==> src/rtl/ex_hazard_ctrl.sv <==
// ============================================================================
// ex_hazard_ctrl
// ----------------------------------------------------------------------------
// Hazard sequencer for the execute stage. It sits next to the ID/EX, EX/MEM
// and MEM/WB pipeline registers. It keeps its own small shadow copy of the
// destination information held in EX, MEM and WB, and uses that copy to:
//   * produce registered operand-forwarding selects for the instruction in EX
//     (0 = register file, 1 = MEM-stage result, 2 = WB-stage result);
//   * insert a load-use bubble when ID needs the result of a load in EX;
//   * flush the two wrong-path instructions after a taken branch;
//   * freeze the back half of the pipe while data memory is not ready.
//
// Optional feature (compile-time macro HAZARD_PERF_EN):
//   Adds three saturating performance counters: cnt_loaduse, cnt_flush and
//   cnt_wait. Without the macro these ports and counters do not exist.
//
// Parameters:
//   RA_W   register-address width
//   CNT_W  performance-counter width (used only with HAZARD_PERF_EN)
//
// Ports:
//   clk, reset        rising-edge clock; asynchronous active-high reset
//   id_valid          ID holds a real instruction
//   id_rs, id_rt      ID source registers
//   id_use_rs/_rt     ID instruction reads rs / rt
//   id_dest           ID resolved write target
//   id_regwrite       ID instruction writes the register file
//   id_memread        ID instruction is a load
//   id_memop          ID instruction accesses data memory
//   branch_taken      EX resolved a taken branch or jump this cycle
//   mem_ready         data memory completes the MEM access this cycle
//   stall_pc          hold the PC
//   stall_ifid        hold IF/ID
//   bubble_idex       load a NOP into ID/EX at the next edge
//   flush_ifid        load a NOP into IF/ID at the next edge
//   freeze            hold ID/EX, EX/MEM and MEM/WB
//   ControlA/B        registered forward selects for operands A/B in EX
//   cnt_*             performance counters (HAZARD_PERF_EN only)
//   dbg_state         current sequencer state (RUN=0, WAIT=1, FLUSH=2)
//   dbg_wb            WB shadow {valid, dest, regwrite, memread, memop}
//
// Handshake/timing: every control output is combinational from the current
// shadows, the sequencer state and the ID/EX inputs, and is consumed by the
// pipeline registers at the next rising edge. ControlA/ControlB change only on
// edges where the pipe advances (freeze=0) and hold otherwise. While reset is
// high every output reads 0.
// ============================================================================
module ex_hazard_ctrl #(
    parameter int RA_W  = 2,
    parameter int CNT_W = 16
) (
    input  logic             clk,
    input  logic             reset,
    input  logic             id_valid,
    input  logic [RA_W-1:0]  id_rs,
    input  logic [RA_W-1:0]  id_rt,
    input  logic             id_use_rs,
    input  logic             id_use_rt,
    input  logic [RA_W-1:0]  id_dest,
    input  logic             id_regwrite,
    input  logic             id_memread,
    input  logic             id_memop,
    input  logic             branch_taken,
    input  logic             mem_ready,
    output logic             stall_pc,
    output logic             stall_ifid,
    output logic             bubble_idex,
    output logic             flush_ifid,
    output logic             freeze,
    output logic [1:0]       ControlA,
    output logic [1:0]       ControlB,
`ifdef HAZARD_PERF_EN
    output logic [CNT_W-1:0] cnt_loaduse,
    output logic [CNT_W-1:0] cnt_flush,
    output logic [CNT_W-1:0] cnt_wait,
`endif
    output logic [1:0]       dbg_state,
    output logic [RA_W+3:0]  dbg_wb
);

    // ------------------------------------------------------------------------
    // Sequencer state
    // ------------------------------------------------------------------------
    typedef enum logic [1:0] {
        S_RUN   = 2'd0,
        S_WAIT  = 2'd1,
        S_FLUSH = 2'd2
    } state_t;

    state_t state;
    state_t state_nxt;

    // ------------------------------------------------------------------------
    // Shadow copies of the destination info held in EX, MEM and WB
    // ------------------------------------------------------------------------
    logic            ex_valid;
    logic [RA_W-1:0] ex_dest;
    logic            ex_regwrite;
    logic            ex_memread;
    logic            ex_memop;

    logic            mem_valid;
    logic [RA_W-1:0] mem_dest;
    logic            mem_regwrite;
    logic            mem_memread;
    logic            mem_memop;

    logic            wb_valid;
    logic [RA_W-1:0] wb_dest;
    logic            wb_regwrite;
    logic            wb_memread;
    logic            wb_memop;

    // ------------------------------------------------------------------------
    // Hazard detection
    // ------------------------------------------------------------------------
    logic mem_wait;
    logic load_use;

    // A memory access sitting in MEM that has not completed stalls everything.
    assign mem_wait = mem_valid & mem_memop & ~mem_ready;

    // ID needs the result of a load that is still in EX.
    assign load_use = ex_valid & ex_memread & ex_regwrite & id_valid &
                      ((id_use_rs & (id_rs == ex_dest)) |
                       (id_use_rt & (id_rt == ex_dest)));

    // ------------------------------------------------------------------------
    // Next state and raw control outputs (before reset gating)
    // ------------------------------------------------------------------------
    logic stall_int;
    logic bubble_int;
    logic flush_int;
    logic freeze_int;
    logic loaduse_drv;

    always_comb begin
        state_nxt   = S_RUN;
        stall_int   = 1'b0;
        bubble_int  = 1'b0;
        flush_int   = 1'b0;
        freeze_int  = 1'b0;
        loaduse_drv = 1'b0;

        if (mem_wait) begin
            // Memory not ready wins over everything; a pending second flush
            // cycle is dropped because the branch is still frozen in EX.
            freeze_int = 1'b1;
            stall_int  = 1'b1;
            state_nxt  = S_WAIT;
        end else if (state == S_FLUSH) begin
            // Second wrong-path kill cycle; a new branch_taken is ignored.
            flush_int  = 1'b1;
            bubble_int = 1'b1;
            state_nxt  = S_RUN;
        end else if (branch_taken) begin
            // PC is not held so that it loads the branch target.
            flush_int  = 1'b1;
            bubble_int = 1'b1;
            state_nxt  = S_FLUSH;
        end else if (load_use) begin
            stall_int   = 1'b1;
            bubble_int  = 1'b1;
            loaduse_drv = 1'b1;
            state_nxt   = S_RUN;
        end else begin
            state_nxt = S_RUN;
        end
    end

    // Outputs are forced low for as long as reset is high, independent of clk.
    assign stall_pc    = ~reset & stall_int;
    assign stall_ifid  = ~reset & stall_int;
    assign bubble_idex = ~reset & bubble_int;
    assign flush_ifid  = ~reset & flush_int;
    assign freeze      = ~reset & freeze_int;

    always_ff @(posedge clk or posedge reset) begin
        if (reset) begin
            state <= S_RUN;
        end else begin
            state <= state_nxt;
        end
    end

    // ------------------------------------------------------------------------
    // Shadow pipeline: advances whenever the real pipe advances
    // ------------------------------------------------------------------------
    always_ff @(posedge clk or posedge reset) begin
        if (reset) begin
            ex_valid     <= 1'b0;
            ex_dest      <= '0;
            ex_regwrite  <= 1'b0;
            ex_memread   <= 1'b0;
            ex_memop     <= 1'b0;
            mem_valid    <= 1'b0;
            mem_dest     <= '0;
            mem_regwrite <= 1'b0;
            mem_memread  <= 1'b0;
            mem_memop    <= 1'b0;
            wb_valid     <= 1'b0;
            wb_dest      <= '0;
            wb_regwrite  <= 1'b0;
            wb_memread   <= 1'b0;
            wb_memop     <= 1'b0;
        end else if (!freeze_int) begin
            if (bubble_int) begin
                // A bubble enters EX with all control bits cleared.
                ex_valid    <= 1'b0;
                ex_dest     <= '0;
                ex_regwrite <= 1'b0;
                ex_memread  <= 1'b0;
                ex_memop    <= 1'b0;
            end else begin
                ex_valid    <= id_valid;
                ex_dest     <= id_dest;
                ex_regwrite <= id_regwrite;
                ex_memread  <= id_memread;
                ex_memop    <= id_memop;
            end
            mem_valid    <= ex_valid;
            mem_dest     <= ex_dest;
            mem_regwrite <= ex_regwrite;
            mem_memread  <= ex_memread;
            mem_memop    <= ex_memop;
            wb_valid     <= mem_valid;
            wb_dest      <= mem_dest;
            wb_regwrite  <= mem_regwrite;
            wb_memread   <= mem_memread;
            wb_memop     <= mem_memop;
        end
    end

    // ------------------------------------------------------------------------
    // Forwarding selects for the instruction about to enter EX.
    // The producer now in EX will be in MEM when the consumer executes
    // (select 1); the producer now in MEM will be in WB (select 2). The EX
    // match is checked first so the youngest producer wins.
    // ------------------------------------------------------------------------
    logic       ex_hit_a;
    logic       mem_hit_a;
    logic       ex_hit_b;
    logic       mem_hit_b;
    logic [1:0] ctl_a_nxt;
    logic [1:0] ctl_b_nxt;

    assign ex_hit_a  = id_use_rs & ex_valid  & ex_regwrite  & (ex_dest  == id_rs);
    assign mem_hit_a = id_use_rs & mem_valid & mem_regwrite & (mem_dest == id_rs);
    assign ex_hit_b  = id_use_rt & ex_valid  & ex_regwrite  & (ex_dest  == id_rt);
    assign mem_hit_b = id_use_rt & mem_valid & mem_regwrite & (mem_dest == id_rt);

    always_comb begin
        ctl_a_nxt = 2'd0;
        ctl_b_nxt = 2'd0;
        if (ex_hit_a) begin
            ctl_a_nxt = 2'd1;
        end else if (mem_hit_a) begin
            ctl_a_nxt = 2'd2;
        end
        if (ex_hit_b) begin
            ctl_b_nxt = 2'd1;
        end else if (mem_hit_b) begin
            ctl_b_nxt = 2'd2;
        end
    end

    always_ff @(posedge clk or posedge reset) begin
        if (reset) begin
            ControlA <= 2'd0;
            ControlB <= 2'd0;
        end else if (!freeze_int) begin
            if (bubble_int) begin
                ControlA <= 2'd0;
                ControlB <= 2'd0;
            end else begin
                ControlA <= ctl_a_nxt;
                ControlB <= ctl_b_nxt;
            end
        end
    end

    // ------------------------------------------------------------------------
    // Optional saturating performance counters
    // ------------------------------------------------------------------------
`ifdef HAZARD_PERF_EN
    always_ff @(posedge clk or posedge reset) begin
        if (reset) begin
            cnt_loaduse <= '0;
            cnt_flush   <= '0;
            cnt_wait    <= '0;
        end else begin
            if (loaduse_drv && (cnt_loaduse != '1)) begin
                cnt_loaduse <= cnt_loaduse + CNT_W'(1);
            end
            // Counts both the branch cycle and the following FLUSH cycle.
            if (flush_int && (cnt_flush != '1)) begin
                cnt_flush <= cnt_flush + CNT_W'(1);
            end
            if (mem_wait && (cnt_wait != '1)) begin
                cnt_wait <= cnt_wait + CNT_W'(1);
            end
        end
    end
`else
    // Without the counters the load-use indicator has no consumer.
    logic loaduse_unused;
    assign loaduse_unused = loaduse_drv;
`endif

    // ------------------------------------------------------------------------
    // Debug visibility
    // ------------------------------------------------------------------------
    assign dbg_state = state;
    assign dbg_wb    = {wb_valid, wb_dest, wb_regwrite, wb_memread, wb_memop};

endmodule

==> config.mk <==
export PLATFORM = sky130hd
export DESIGN_NAME = ex_hazard_ctrl
export DESIGN_NICKNAME = d
export VERILOG_FILES = /design/src/rtl/ex_hazard_ctrl.sv
export SDC_FILE = /design/constraint.sdc
export NUM_CORES = 1
export LEC_CHECK = 0
export ABC_CLOCK_PERIOD_IN_PS = 2700
export BUFFER_PORTS_ARGS = -buffer_cell sky130_fd_sc_hd__buf_2
export CORE_MARGIN = 2
export CORE_UTILIZATION = 54
export CTS_CLUSTER_DIAMETER = 100
export DETAILED_ROUTE_END_ITERATION = 6
export HOLD_SLACK_MARGIN = 0.15
export PLACE_DENSITY_LB_ADDON = 0.2
export SETUP_SLACK_MARGIN = 0.15
export SYNTH_ARGS = -nofsm -noshare
export SYNTH_HDL_FRONTEND = slang
export SYNTH_SLANG_ARGS = --single-unit
==> constraint.sdc <==
create_clock -name clk -period 2.7 [get_ports clk]
set_input_delay 0 -clock clk [delete_from_list [all_inputs] [get_ports clk]]
set_output_delay 0 -clock clk [all_outputs]
set_load 0.005 [all_outputs]
==> metrics.yaml, run 1 <==
cts:
  htreeDepth: 1
  cts.reportedPaths.clkPinSlew_ns: 0.13
  cts_max_path_buffers: 2
  cts_tree: "built"
  clock_latency_ns: 0.33
  clock_sinks: 24
  clock-root-buffer: "clkbuf_4"
  numCtsBuffers: 3
synthesis:
  yosysWarnings: 0
  async_flop_share_pct: 100
  netlist_area_sq_um: 1130
  ys.flop_type: "dfrtp_1"
  synth_top_area_share_pct: 53.0
  synth.area.top_cells: "dfrtp_1, a32o_1, nand2_1"
  synth-seq-cells: 24
  yosys.area.top_type: "dfrtp_1"
  seq_area_frac_synth_pct: 53.0
  syn-num-nets: 122
  yosysUniqueCellTypes: 32
  synth_edf_count: 0
  syn_inst: 106
  synth_area_per_cell_sq_um: 10.7
floorplanning:
  dieArea_sq_um: 2480
  placementRows: 16
  initial_core_util_pct: 57.8
  io_pins: 33
  design.core.area_sq_um: 1960
  die_x_microns: 49.8
  die_y_microns: 49.8
global_route:
  grt_usage_pct: 20.2
  grt_overflow: 0
  grt_pass1_wl_mm: 3.78
  grt_pass1_vias: 837
  grt_max_degree: 25
  grt_antenna_before_repair: 0
detailed_routing:
  drt-vias-per-instance: 5.41
  drc: 0
  dr.first_iter.drc_count: 13
  wirelength_mm: 2.28
  dr.pass1.iters: 4
  dr_total_vias: 914
  wire_per_inst_microns: 13.5
  ant_nets: 0
pwr:
  leakage_nw: 0.723
  p_per_area_nw_per_um2: 530
  ir_drop_mv: 0.402
timing:
  finalSetupTns_ns: 0
  timing.fmax_mhz: 552
  tightest_slew_ns: 0.862
  clock-skew-final_ns: 0.0113
  fin_crit_sh_pct: 67.1
  slew-limit-headroom_pct: 42.5
  setup_viol: 0
  final_max_slew_viol_count: 0
  hold_viol: 0
  rsz0062_at_grt: "no"
  fin_crit_ns: 1.81
setup_path:
  cpPeakStageDelay_ns: 0.45
  cp_num_buf_inv: 1
  crit_path_start_kind: "register"
  cp.required_ns: 2.70
  slowest_stage: "dfrtp_1"
  cp-end-kind: "output port"
  criticalPathCategory: "register to output port"
  cp.arrival_ns: 1.81
  crit_chain: "xnor2_1, and3_4, o21bai_2, a211oi_1, buf_2"
  path_delay_family: "compound AO/OA/AOI/OAI gates"
  worst-path-max-fanout: 11
cells_and_area:
  num_antenna_cells: 0
  nets: 159
  final_common_cell: "buf_2"
  syn_to_final_growth_pct: 24.3
  drive_above_1_share_pct: 30.3
  final_util_pct: 71.8
  final_cell_mix: "buf_2, dfrtp_1, nand2_1, a32o_1, dlygate4sd3_1"
placed_design:
  dp_hpwl_mm: 1.66
  portBuffers: 32
  gp_congestion: 0.784
run_status:
  status: "finished clean"
worst_hold_path:
  hold_path_class: "input port to register"
run:
  maxCapViolations: 0
## final cells by class
type / count / area (sq um)
Sequential cell: 24 / 601
Fill cell: 160 / 553
Multi-Input combinational cell: 71 / 464
Timing Repair Buffer: 41 / 250
Tap cell: 27 / 33.8
Clock inverter: 1 / 30.0
Clock buffer: 3 / 22.5
Inverter: 2 / 7.51
## Yosys cell counts, types with 2 or more instances
library cell	instances
nor2_1	4
nand2_1	24
xnor2_1	6
xor2_1	2
nand3_1	3
nor3_1	3
buf_4	5
dfrtp_1	24
nand2b_1	3
a32o_1	9
clkbuf_1	2
## worst min-delay path, delay by kind of cell
family / cells / cell delay (ns)
buffers and inverters: 1 / 0.12
AND/OR/NAND/NOR: 2 / 0.11
AO/OA/AOI/OAI: 1 / 0.25
## state kept, by name, summed over array words and instances (netlist names), 2 cells and up
name	flops
dbg_state	2
ex_dest	2
ControlA	2
mem_dest	2
wb_dest	2
ControlB	2
## layer usage
metal	vias up	GRT usage [%]	part of all wire, %
li1	436	-	-
met1	438	27.3	44
met2	35	33.3	48
met3	5	3.03	7.0
met4	0	6.94	1.7
met5	-	0	0
## cell families (layout without fill, tap and decap cells)
family                    Yosys count  count (layout)  synth area share (%)
and+or+nand+nor                    46              46                  21.6
DFF                                24              24                  53.0
AOI/OAI and AO/OA                  17              17                  13.1
buffers and inverters              11              47                  6.07
xor gates and xnor gates            8               8                  6.18
## power breakdown
| group | internal (mW) | leakage (nW) | total, mW | switching [mW] |
|---|---|---|---|---|
| Clock | 0.150 | 0.0279 | 0.259 | 0.108 |
| Combinational | 0.0484 | 0.374 | 0.0940 | 0.0455 |
| Sequential | 0.378 | 0.321 | 0.394 | 0.0163 |
## final timing paths
kind                              from  slack (ns)      endpoint  cells past startpoint
max reg2reg                  mem_valid        0.94   ControlB[0]                      5
max                         ex_dest[1]        0.89   bubble_idex                      5
min reg2reg                wb_regwrite        0.48   wb_regwrite                      2
min in group asynchronous        reset        0.43  dbg_state[1]                      3
min                          id_use_rs        0.18   ControlA[1]                      4
max in group asynchronous        reset        1.74   mem_dest[0]                      3
## per-stage QoR
| step | hold WS, ns | setup slack, ns | power (mW) | instances | cell area, sq um |
|---|---|---|---|---|---|
| finish | 0.179 | 0.889 | 0.747 | 169 | 1410 |
| detailed placement | 0.254 | 0.972 | 0.485 | 156 | 1270 |
| floorplan | 0.0146 | 1.34 | 0.453 | 106 | 1130 |
| global placement | 0.253 | 1.05 | 0.482 | 156 | 1270 |
| CTS | 0.176 | 0.881 | 0.753 | 169 | 1410 |
| global route | 0.167 | 0.767 | 0.783 | 169 | 1410 |
## what timing repair did
action,in CTS,in global routing
setup buffers,0,0
gates resized for setup,0,0
endpoints found under the hold margin,35,0
hold buffers,9,0
No activity file was read; power rests on OpenSTA's default activity.
==> run 2, diff against run 1 <==
--- a/config.mk
+++ b/config.mk
@@ -5,10 +5,10 @@
 export SDC_FILE = /design/constraint.sdc
 export NUM_CORES = 1
 export LEC_CHECK = 0
-export ABC_CLOCK_PERIOD_IN_PS = 2700
+export ABC_CLOCK_PERIOD_IN_PS = 1500
 export BUFFER_PORTS_ARGS = -buffer_cell sky130_fd_sc_hd__buf_2
 export CORE_MARGIN = 2
-export CORE_UTILIZATION = 54
+export CORE_UTILIZATION = 45
 export CTS_CLUSTER_DIAMETER = 100
 export DETAILED_ROUTE_END_ITERATION = 6
 export HOLD_SLACK_MARGIN = 0.15
==> constraint.sdc (replaced) <==
create_clock -name clk -period 1.5 [get_ports clk]
set_input_delay 0 -clock clk [delete_from_list [all_inputs] [get_ports clk]]
set_output_delay 0 -clock clk [all_outputs]
set_load 0.005 [all_outputs]
==> metrics.yaml, run 2 (synthesized netlist as in run 1, its figures left out) <==
pwr:
  leakage_nw: 0.814
  p_per_area_nw_per_um2: 869
  ir_drop_mv: 0.516
placed_design:
  placed_cells: 164
  gp_congestion: 0.770
  dp_hpwl_mm: 1.72
  portBuffers: 32
  pre_cts_ws_ns: 0.0267
setup_path:
  slowest_stage: "dfrtp_1"
  crit_chain: "xor2_1, nor3b_2, o21bai_2, buf_4, a211oi_2, buf_2"
  worst-path-max-fanout: 3
  cp.required_ns: 1.50
  cp_num_buf_inv: 2
  path_delay_family: "flip-flops"
  cpPeakStageDelay_ns: 0.44
  crit_path_start_kind: "register"
  cp.arrival_ns: 1.72
  criticalPathCategory: "register to output port"
  cp-end-kind: "output port"
cts:
  cts_max_path_buffers: 2
  clock_sinks: 24
  clock_latency_ns: 0.32
  clock-root-buffer: "clkbuf_4"
  htreeDepth: 1
  numCtsBuffers: 3
  cts.reportedPaths.clkPinSlew_ns: 0.14
  cts_tree: "built"
floorplanning:
  die_y_microns: 54.2
  design.core.area_sq_um: 2430
  placementRows: 18
  dieArea_sq_um: 2940
  initial_core_util_pct: 46.6
  io_pins: 33
  die_x_microns: 54.2
detailed_routing:
  dr_total_vias: 963
  drc: 0
  ant_nets: 0
  wire_per_inst_microns: 14.0
  dr.pass1.iters: 4
  drt-vias-per-instance: 5.23
  dr.first_iter.drc_count: 19
  wirelength_mm: 2.58
run:
  maxCapViolations: 0
cells_and_area:
  finalNonFillerCells: 184
  final_cell_mix: "buf_2, nand2_1, dfrtp_1, a32o_1, dlygate4sd3_1"
  final_common_cell: "buf_2"
  drive_above_1_share_pct: 40.9
  nets: 171
  num_antenna_cells: 0
  syn_to_final_growth_pct: 40.5
timing:
  finalWorstSetupSlack_ns: -0.220
  slew-limit-headroom_pct: 65.3
  fin_crit_sh_pct: 115
  final_max_slew_viol_count: 0
  fin_crit_ns: 1.72
  hold_viol: 0
  tightest_slew_ns: 0.519
  rsz0062_at_grt: "yes"
  setup_viol: 10
  clock-skew-final_ns: 0.00963
  timing.fmax_mhz: 581
  hold_ws_ns: 0.154
run_status:
  status: "complete, but fails checks"
  violations: "setup timing"
global_route:
  grt_pass1_vias: 886
  grt_pass1_wl_mm: 3.93
  grt_usage_pct: 18.8
  grt_overflow: 0
  grt_antenna_before_repair: 0
  grt_max_degree: 23
worst_hold_path:
  hold_path_class: "input port to register"
-- run 2: cell count changes in the layout (fill, tap and decap cells not counted), sizes merged --
cell and delta:
clkbuf +1, buf +11
-- run 2: what timing repair did --
action,in CTS,in global routing
cloned,0,1
endpoints found under the hold margin,33,0
setup endpoints to repair,12,14
setup buffers,5,1
pin swaps,4,4
hold buffers,9,0
resized for setup,6,10
-- run 2: stage by stage --
step / utilization (%) / total power [mW] / TNS, ns / area [sq um]
floorplan: - / 0.816 / 0 / 1130
global placement: 54.3 / 0.876 / 0 / 1320
detailed placement: 54.3 / 0.879 / 0 / 1320
CTS: 62.7 / 1.38 / -0.958 / 1530
global route: 65.5 / 1.45 / -1.73 / 1590
finish: 65.5 / 1.38 / -0.828 / 1590
-- run 2: layer usage --
metal / global-route usage, % / share of wire [%] / vias up
met3: 3.06 / 5.2 / 5
met1: 23.9 / 46 / 465
met2: 32.1 / 47 / 30
li1: - / - / 463
met5: 0 / 0 / -
met4: 6.25 / 1.4 / 0
-- run 2: where the power goes --
part / internal [mW] / switching (mW) / leakage (nW)
Combinational: 0.110 / 0.0924 / 0.467
Sequential: 0.681 / 0.0282 / 0.319
Clock: 0.270 / 0.202 / 0.0279
-- run 2: area by class of cell --
| class | instances | area (sq um) |
|---|---|---|
| fillers | 202 | 840 |
| clock inverters | 1 | 30.0 |
| flip-flops and latches | 24 | 602 |
| inverters | 2 | 12.5 |
| multi-input cells | 71 | 502 |
| repair buffers | 53 | 387 |
| clock buffers | 3 | 22.5 |
| well taps | 30 | 37.5 |
-- run 2: path summary, 6_finish.rpt --
path,from,end,slack [ns],cells past startpoint
setup / recovery,ex_dest[1],bubble_idex,-0.22,6
setup reg to reg,ex_dest[1],ex_memop,-0.06,6
max in group asynchronous,reset,ex_dest[0],0.73,4
min in group asynchronous,reset,wb_regwrite,0.30,3
hold reg to reg,wb_dest[1],wb_dest[1],0.47,2
hold / removal,mem_ready,dbg_state[0],0.15,4
-- run 2: tightest hold or removal path, delay by kind of cell --
kind,cells,cell delay (ns)
buffers and inverters,3,0.29
and+or+nand+nor,1,0.14
==> run 3, diff against run 2 <==
--- a/config.mk
+++ b/config.mk
@@ -5,10 +5,11 @@
 export SDC_FILE = /design/constraint.sdc
 export NUM_CORES = 1
 export LEC_CHECK = 0
-export ABC_CLOCK_PERIOD_IN_PS = 1500
+export ABC_CLOCK_PERIOD_IN_PS = 1700
 export BUFFER_PORTS_ARGS = -buffer_cell sky130_fd_sc_hd__buf_2
 export CORE_MARGIN = 2
-export CORE_UTILIZATION = 45
+export CORE_UTILIZATION = 50
+export CTS_BUF_LIST = sky130_fd_sc_hd__clkbuf_16
 export CTS_CLUSTER_DIAMETER = 100
 export DETAILED_ROUTE_END_ITERATION = 6
 export HOLD_SLACK_MARGIN = 0.15
==> constraint.sdc (replaced) <==
create_clock -name clk -period 1.7 [get_ports clk]
set_input_delay 0 -clock clk [delete_from_list [all_inputs] [get_ports clk]]
set_output_delay 0 -clock clk [all_outputs]
set_load 0.005 [all_outputs]
==> metrics.yaml, run 3 (synthesized netlist as in run 1, its figures left out) <==
cells_and_area:
  nets: 166
  syn_to_final_growth_pct: 33.8
  final_cell_mix: "buf_2, dfrtp_1, nand2_1, a32o_1, dlygate4sd3_1"
  final_common_cell: "buf_2"
  finalNonFillerCells: 176
  drive_above_1_share_pct: 35.1
  num_antenna_cells: 0
pwr:
  power_mw: 1.28
  clkPwrFrac_pct: 38.5
  power.switching_uw: 287
  leakage_nw: 0.772
  ir_drop_mv: 0.548
  p_per_area_nw_per_um2: 846
  p_int_uw: 996
  swShare_pct: 22.3
  pwr-share-comb_pct: 12.7
  p_seq_share_pct: 48.8
setup_path:
  worst-path-max-fanout: 3
  cp-end-kind: "output port"
  criticalPathCategory: "register to output port"
  crit_path_start_kind: "register"
  cp.arrival_ns: 1.62
  cp.required_ns: 1.70
  crit_chain: "xor2_2, nor3b_2, o21bai_4, a211oi_2, buf_2"
  cpPeakStageDelay_ns: 0.43
  slowest_stage: "dfrtp_1"
timing:
  tightest_slew_ns: 0.373
  fin_crit_ns: 1.62
  timing.fmax_mhz: 618
  hold_ws_ns: 0.248
  rsz0062_at_grt: "yes"
  fin_crit_sh_pct: 95.1
  finalSetupTns_ns: 0
  setup_viol: 0
  hold_viol: 0
  clock-skew-final_ns: 0.00345
  slew-limit-headroom_pct: 75.1
  final_max_slew_viol_count: 0
floorplanning:
  die_x_microns: 51.6
  initial_core_util_pct: 52.2
  placementRows: 17
  io_pins: 33
  die_y_microns: 51.6
  design.core.area_sq_um: 2170
  dieArea_sq_um: 2660
global_route:
  grt_pass1_wl_mm: 4.16
  grt_antenna_before_repair: 0
  grt_overflow: 0
  grt_usage_pct: 21.7
  grt_pass1_vias: 905
  grt_max_degree: 23
cts:
  clock-root-buffer: "clkbuf_16"
  cts_max_path_buffers: 2
  cts_tree: "built"
  numCtsBuffers: 3
  cts.reportedPaths.clkPinSlew_ns: 0.06
  htreeDepth: 1
  clock_latency_ns: 0.26
  clock_sinks: 24
detailed_routing:
  wire_per_inst_microns: 14.6
  wirelength_mm: 2.57
  dr.first_iter.drc_count: 25
  ant_nets: 0
  dr.pass1.iters: 4
  dr_total_vias: 953
  drc: 0
  drt-vias-per-instance: 5.41
worst_hold_path:
  hold_path_class: "input port to register"
placed_design:
  placed_cells: 160
  gp_congestion: 0.772
  dp_hpwl_mm: 1.70
  portBuffers: 32
run:
  maxCapViolations: 0
run_status:
  status: "finished clean"
## run 3: cell count changes in the layout (fill, tap and decap cells not counted), moves of 2 or more
cell,previous run,this run
buf_12,2,0
buf_4,8,6
clkbuf_16,1,3
clkbuf_4,3,0
## run 3: per-layer routing
| metal | share of wire [%] | global-route usage (%) | vias to the layer above | wire [microns] |
|---|---|---|---|---|
| li1 | - | - | 452 | - |
| met1 | 42 | 25.8 | 474 | 1070 |
| met2 | 53 | 37.6 | 23 | 1350 |
| met3 | 4.4 | 4.60 | 4 | 113 |
| met4 | 1.4 | 9.21 | 0 | 36 |
| met5 | 0 | 0 | - | 0 |
## run 3: critical path: cells and delay by family, from the launching register on
kind | cells | cell delay (ns)
compound gates | 2 | 0.32
xor+xnor | 1 | 0.18
buf+inv | 1 | 0.14
simple gates | 1 | 0.29
flops | 1 | 0.43
## run 3: per-stage QoR
step / area [sq um] / util (%) / setup slack [ns]
floorplan: 1130 / - / 0.341
global route: 1520 / 69.9 / 0.00449
finish: 1520 / 69.9 / 0.0827
global placement: 1290 / 59.5 / 0.242
CTS: 1490 / 68.9 / 0.102
detailed placement: 1290 / 59.5 / 0.209
## run 3: final cells by class
cell class | instances | area (sq um)
inverter | 2 | 7.51
tap | 28 | 35.0
sequential | 24 | 601
clock buffer | 3 | 75.1
fill | 185 | 653
timing repair buffer | 48 | 310
multi-input combinational | 71 | 488
## run 3: final timing paths
kind                             from           to  slack (ns)  cells after the start
max                        ex_dest[0]  bubble_idex        0.08                      5
min                         id_use_rs  ControlA[1]        0.25                      4
max reg2reg                ex_dest[0]     ex_valid        0.10                      6
min reg2reg                wb_dest[1]   wb_dest[1]        0.46                      2
max in group asynchronous       reset  ControlB[0]        0.83                      4
min in group asynchronous       reset  mem_memread        0.33                      3
## run 3: power groups by stage
stage	sequential, mW	clock (mW)	combinational [mW]
2_1_floorplan	0.632	0	0.0887
3_3_place_gp	0.635	0	0.134
3_5_place_dp	0.637	0	0.137
4_1_cts	0.626	0.501	0.161
5_1_grt	0.630	0.525	0.180
6_report	0.626	0.494	0.163
## run 3: repair_timing
action	4_1_cts	5_1_grt
endpoints found under the hold margin	18	0
resized for setup	4	3
pin swaps	4	8
endpoints found under the setup margin	3	13
buffers inserted	3	1
hold buffers	9	0
